## src/rtl/apb_master_bridge.sv

```systemverilog
// apb_master_bridge: turns a host valid/ready request into an APB4 SETUP/ACCESS
// transfer on one of two slaves and returns a one-cycle response pulse. An
// optional ACCESS-phase wait-state limit aborts hung transfers with rsp_err.
module apb_master_bridge #(
    parameter int           ADDR_WIDTH   = 32,
    parameter int           DATA_WIDTH   = 32,
    parameter int           STRB_WIDTH   = DATA_WIDTH / 8,
    parameter int           SEL_BIT      = 12,
    parameter int           TIMEOUT      = 16,
    parameter logic [1:0]   IDLE_PHASE   = 2'b00,
    parameter logic [1:0]   SETUP_PHASE  = 2'b01,
    parameter logic [1:0]   ACCESS_PHASE = 2'b10
) (
    input  logic                  PCLK,
    input  logic                  PRESETn,
    input  logic                  req_valid,
    output logic                  req_ready,
    input  logic                  req_write,
    input  logic [ADDR_WIDTH-1:0] req_addr,
    input  logic [DATA_WIDTH-1:0] req_wdata,
    input  logic [STRB_WIDTH-1:0] req_strb,
    input  logic [2:0]            req_prot,
    output logic                  rsp_valid,
    output logic [DATA_WIDTH-1:0] rsp_rdata,
    output logic                  rsp_err,
    output logic [ADDR_WIDTH-1:0] PADDR,
    output logic [2:0]            PPROT,
    output logic                  PSEL0,
    output logic                  PSEL1,
    output logic                  PENABLE,
    output logic                  PWRITE,
    output logic [DATA_WIDTH-1:0] PWDATA,
    output logic [STRB_WIDTH-1:0] PSTRB,
    input  logic                  PREADY,
    input  logic [DATA_WIDTH-1:0] PRDATA
);

    typedef enum logic [1:0] {
        IDLE   = IDLE_PHASE,
        SETUP  = SETUP_PHASE,
        ACCESS = ACCESS_PHASE
    } state_t;

    state_t                state, state_nxt;
    logic [31:0]           wait_cnt, wait_cnt_nxt;
    logic                  accept;
    logic                  timeout_hit;

    logic [ADDR_WIDTH-1:0] paddr_nxt;
    logic [2:0]            pprot_nxt;
    logic                  psel0_nxt, psel1_nxt, penable_nxt, pwrite_nxt;
    logic [DATA_WIDTH-1:0] pwdata_nxt;
    logic [STRB_WIDTH-1:0] pstrb_nxt;
    logic                  rsp_valid_nxt, rsp_err_nxt;
    logic [DATA_WIDTH-1:0] rsp_rdata_nxt;

    // A new request can enter when idle, or on the completion edge of the
    // current transfer so back-to-back requests skip the IDLE cycle.
    assign req_ready   = (state == IDLE) || ((state == ACCESS) && PREADY);
    assign accept      = req_valid && req_ready;
    assign timeout_hit = (TIMEOUT != 0) && (wait_cnt == 32'(TIMEOUT - 1));

    // Next-state and next-output logic; APB outputs hold unless changed below.
    always_comb begin
        state_nxt     = state;
        wait_cnt_nxt  = wait_cnt;
        paddr_nxt     = PADDR;
        pprot_nxt     = PPROT;
        psel0_nxt     = PSEL0;
        psel1_nxt     = PSEL1;
        penable_nxt   = PENABLE;
        pwrite_nxt    = PWRITE;
        pwdata_nxt    = PWDATA;
        pstrb_nxt     = PSTRB;
        rsp_valid_nxt = 1'b0;
        rsp_err_nxt   = rsp_err;
        rsp_rdata_nxt = rsp_rdata;

        case (state)
            IDLE: begin
                psel0_nxt   = 1'b0;
                psel1_nxt   = 1'b0;
                penable_nxt = 1'b0;
            end
            SETUP: begin
                state_nxt    = ACCESS;
                penable_nxt  = 1'b1;
                wait_cnt_nxt = '0;
            end
            ACCESS: begin
                if (PREADY) begin
                    rsp_valid_nxt = 1'b1;
                    rsp_err_nxt   = 1'b0;
                    rsp_rdata_nxt = PWRITE ? '0 : PRDATA;
                    state_nxt     = IDLE;
                    psel0_nxt     = 1'b0;
                    psel1_nxt     = 1'b0;
                    penable_nxt   = 1'b0;
                end else if (timeout_hit) begin
                    rsp_valid_nxt = 1'b1;
                    rsp_err_nxt   = 1'b1;
                    rsp_rdata_nxt = '0;
                    state_nxt     = IDLE;
                    psel0_nxt     = 1'b0;
                    psel1_nxt     = 1'b0;
                    penable_nxt   = 1'b0;
                end else begin
                    wait_cnt_nxt = wait_cnt + 32'd1;
                end
            end
            default: begin
                state_nxt   = IDLE;
                psel0_nxt   = 1'b0;
                psel1_nxt   = 1'b0;
                penable_nxt = 1'b0;
            end
        endcase

        // An accepted request overrides the return to IDLE and starts SETUP;
        // reads drive zero data and zero strobes.
        if (accept) begin
            state_nxt   = SETUP;
            paddr_nxt   = req_addr;
            pprot_nxt   = req_prot;
            pwrite_nxt  = req_write;
            pwdata_nxt  = req_write ? req_wdata : '0;
            pstrb_nxt   = req_write ? req_strb : '0;
            psel0_nxt   = ~req_addr[SEL_BIT];
            psel1_nxt   = req_addr[SEL_BIT];
            penable_nxt = 1'b0;
        end
    end

    // State, counter and every registered output; reset clears all immediately.
    always_ff @(posedge PCLK or negedge PRESETn) begin
        if (!PRESETn) begin
            state     <= IDLE;
            wait_cnt  <= '0;
            PADDR     <= '0;
            PPROT     <= '0;
            PSEL0     <= 1'b0;
            PSEL1     <= 1'b0;
            PENABLE   <= 1'b0;
            PWRITE    <= 1'b0;
            PWDATA    <= '0;
            PSTRB     <= '0;
            rsp_valid <= 1'b0;
            rsp_err   <= 1'b0;
            rsp_rdata <= '0;
        end else begin
            state     <= state_nxt;
            wait_cnt  <= wait_cnt_nxt;
            PADDR     <= paddr_nxt;
            PPROT     <= pprot_nxt;
            PSEL0     <= psel0_nxt;
            PSEL1     <= psel1_nxt;
            PENABLE   <= penable_nxt;
            PWRITE    <= pwrite_nxt;
            PWDATA    <= pwdata_nxt;
            PSTRB     <= pstrb_nxt;
            rsp_valid <= rsp_valid_nxt;
            rsp_err   <= rsp_err_nxt;
            rsp_rdata <= rsp_rdata_nxt;
        end
    end

endmodule

```

## config.mk

```make
export PLATFORM = sky130hd
export DESIGN_NAME = apb_master_bridge
export DESIGN_NICKNAME = d
export VERILOG_FILES = /design/src/rtl/apb_master_bridge.sv
export SDC_FILE = /design/constraint.sdc
export NUM_CORES = 1
export LEC_CHECK = 0
export ABC_AREA = 0
export BUFFER_PORTS_ARGS = -buffer_cell sky130_fd_sc_hd__buf_4
export CAP_MARGIN = 20
export CELL_PAD_IN_SITES_DETAIL_PLACEMENT = 2
export CELL_PAD_IN_SITES_GLOBAL_PLACEMENT = 2
export CORE_MARGIN = 3
export CORE_UTILIZATION = 26
export DETAILED_ROUTE_END_ITERATION = 8
export GPL_TIMING_DRIVEN = 0
export PLACE_DENSITY = 0.73
export SKIP_LAST_GASP = 1
export SYNTH_ARGS = -nofsm -noshare
export SYNTH_HDL_FRONTEND = slang
export SYNTH_SLANG_ARGS = --single-unit
```

## constraint.sdc

```tcl
create_clock -name PCLK -period 2.2 [get_ports PCLK]
set_clock_uncertainty 0.05 [all_clocks]
set_input_delay 0 -clock PCLK [delete_from_list [all_inputs] [get_ports PCLK]]
set_output_delay 0 -clock PCLK [all_outputs]
set_load 0.02 [all_outputs]
```

==> results.json <==
{
  "grt_use_met2": 0.424,
  "clock_latency_ns": 0.42,
  "die_h_um": 157,
  "drv_slew": 0,
  "power_leakage_nw": 5.04,
  "setup_violations": 4,
  "synth_cells": 610,
  "power_frac_comb": 0.345,
  "die_w_um": 157,
  "clkTransAtPathRegs_ns": 0.07,
  "swShare": 0.377,
  "grt_antenna_before_repair": 1,
  "grt_start_max_net_pins": 81,
  "synth_nets": 719,
  "dieArea_um2": 24600,
  "reg2reg_to": "wait_cnt[22]",
  "synth_seq_cells": 143,
  "nets": 1091,
  "cap_violations": 0,
  "ctsRootBufferMaster": "clkbuf_16",
  "seqCellArea_um2": 3590,
  "worstPathArrival_ns": 2.50,
  "drc": 0,
  "cp_max_fo": 4,
  "clockBufferDepth": 2,
  "ios": 218,
  "seq_area_frac_synth": 0.604,
  "firstDrtPassIters": 4,
  "reg2reg_slack_ns": -0.05,
  "status": "finished with violations",
  "seqPwrFrac": 0.373,
  "start_kind": "flop",
  "htreeDepth": 4,
  "power.density_nw_per_um2": 983,
  "ys_types": 36,
  "routed_wl_um": 29300,
  "tightest_slew_ns": 0.647,
  "crit_type": "reg -> reg",
  "globalRouteMet1Util": 0.253,
  "met3_usage": 0.0693,
  "timing.hold.ws_ns": 0.107,
  "n_fill_cell": 2262,
  "core_area_um2": 22100,
  "cts_tree": "built",
  "fmax_ghz": 0.445,
  "final_util": 0.458,
  "vias": 6387,
  "drive_above_1_share": 0.345,
  "rsz0062_at_grt": "true",
  "hpwl_um": 16800,
  "netlist_area_um2": 5920,
  "first_global_vias": 7436,
  "peakVddDrop_uv": 516,
  "multiInputGateArea_um2": 2390,
  "power_frac_clock": 0.281,
  "finalWeightedCongestion": 0.796,
  "drtAntennaViolNets": 0,
  "reg2regPathDepth": 5,
  "p_int_mw": 6.20,
  "port_buffers": 216,
  "wl_per_cell_um": 23.0,
  "grt_pass1_wl_um": 43200,
  "cp.required_ns": 2.46,
  "crit_path_end_kind": "flop",
  "fin_crit_ns": 2.25,
  "setup_slack_ns": -0.0489,
  "post-route-period-util": 1.02,
  "start_util": 0.268,
  "cts_made_buffers": 17,
  "final_hold_viol_count": 0,
  "violations": "setup timing",
  "power_switching_mw": 3.75,
  "max-slew-margin-rel": 0.569,
  "grt-ovfl-total": 0,
  "drt_iter0_markers": 274,
  "gr-max-usage-layer": "met2",
  "clock-sinks": 143,
  "ys_warn_count": 0,
  "avgSynthCellArea_um2": 9.71,
  "r2r-start": "wait_cnt[17]",
  "grt_use_total": 0.228,
  "avgViaCountPerCell": 5.00,
  "hp-class": "in -> async",
  "syn2layout_area_growth_pct": 70.8,
  "rows": 54
}
==> critical path: stages, from the launching register on <==
cell and delay (ns):
dfrtp_2 0.45, nand4_4 0.13, or4_4 0.56, or3_1 0.33
o311a_1 0.29, a311o_1 0.32
==> flip-flops by register name, indices dropped and copies added (netlist names) <==
signal	flops
PADDR	32
PENABLE	1
PPROT	3
PSEL0	1
PSEL1	1
PSTRB	4
PWDATA	32
PWRITE	1
rsp_err	1
rsp_rdata	32
rsp_valid	1
state	2
wait_cnt	32
==> power groups by stage <==
stage               sequential (mW)  combinational [mW]  clock, mW
floorplan                      4.30               0.757          0
global placement               3.64                2.87          0
finish                         3.72                3.44       2.80
CTS                            3.66                3.23       2.81
detailed placement             3.69                2.96          0
global route                   3.80                3.67       2.97
==> through the flow <==
step           setup TNS [ns]  cell area, µm²  worst slack, ns  power [mW]  cells
3_5_place_dp           -34.55            7950           -0.669        6.65   1107
5_1_grt                 -1.65           10100           -0.128        10.4   1276
4_1_cts                -0.294            9820          -0.0344        9.70   1265
2_1_floorplan               0            5940         0.000207        5.05    610
6_report              -0.0856           10100          -0.0489        9.95   1277
3_3_place_gp           -24.68            7920           -0.576        6.51   1106
==> cells in the mapped netlist <==
master / n / area (µm²)
o41ai_1: 3 / 26.3
nand2b_1: 1 / 6.26
o31ai_1: 6 / 45.0
nand4_1: 14 / 87.6
clkinv_1: 1 / 3.75
nor4_1: 13 / 81.3
nor2_1: 13 / 48.8
nor3_1: 6 / 30.0
o311ai_0: 3 / 26.3
a21oi_1: 1 / 5.00
o2bb2ai_1: 1 / 8.76
o21a_1: 2 / 15.0
nand3_1: 61 / 305
nand4_2: 1 / 12.5
inv_1: 6 / 22.5
dfrtp_1: 143 / 3580
a311o_1: 1 / 10.0
nand2_1: 220 / 826
o21ai_0: 8 / 40.0
a22o_1: 33 / 289
o31a_1: 1 / 8.76
or4_4: 1 / 11.3
mux2i_1: 13 / 130
or3_1: 3 / 18.8
o311a_1: 1 / 10.0
o2111ai_1: 1 / 8.76
o21bai_1: 1 / 7.51
buf_2: 1 / 5.00
or2_2: 1 / 6.26
o211ai_1: 10 / 75.1
nor2b_1: 1 / 6.26
ha_1: 1 / 12.5
or4_1: 3 / 22.5
clkbuf_1: 24 / 90.1
and3_1: 1 / 6.26
buf_1: 10 / 37.5
==> worst max path at each step <==
stage                       startpoint            end  slack [ns]  depth (start not counted)
after detailed placement  wait_cnt[11]  rsp_rdata[16]       -0.67                          6
after CTS                 wait_cnt[15]   rsp_rdata[3]       -0.03                          9
final                     wait_cnt[17]   wait_cnt[22]       -0.05                          5
after floorplan            wait_cnt[0]   wait_cnt[22]      0.0002                          7
after global placement    wait_cnt[27]  rsp_rdata[24]       -0.58                          6
after global routing      wait_cnt[11]   wait_cnt[31]       -0.13                          6
==> placed cells by master, fill, tap and decap left out, types with 13 or more instances in the layout <==
cell,n
buf_4,244
nand2_1,219
dfrtp_1,134
dlygate4sd3_1,106
nand3_1,58
a22o_1,33
clkbuf_16,20
clkbuf_2,17
nand4_1,14
mux2i_1,13
==> per-layer routing <==
layer,vias to the layer above,share of wire
li1,2858,-
met1,3272,0.37
met2,215,0.55
met3,42,0.065
met4,0,0.019
met5,-,0
==> what timing repair did <==
item / in CTS / in global routing
setup buffers: 21 / 8
endpoints found under the hold margin: 174 / 0
setup endpoints to repair: 122 / 132
resized for setup: 32 / 70
pin swaps: 7 / 13
cloned: 0 / 4
hold buffers: 106 / 0
==> kinds of logic after synthesis <==
logic type / share of synthesized area
buf+inv: 0.0268
compound gates: 0.0972
fa+ha+maj: 0.00211
flops: 0.604
simple gates: 0.248
mux: 0.0220
==> cell type report <==
class / instances / area share
Antenna cell: 2 / 0.000494
Timing Repair Buffer: 355 / 0.298
Buffer: 32 / 0.0189
Clock buffer: 18 / 0.0424
Multi-Input combinational cell: 426 / 0.236
Inverter: 7 / 0.00260
Sequential cell: 143 / 0.355
Tap cell: 280 / 0.0346
Clock inverter: 14 / 0.0126
Power figures use the tool's default switching activity.
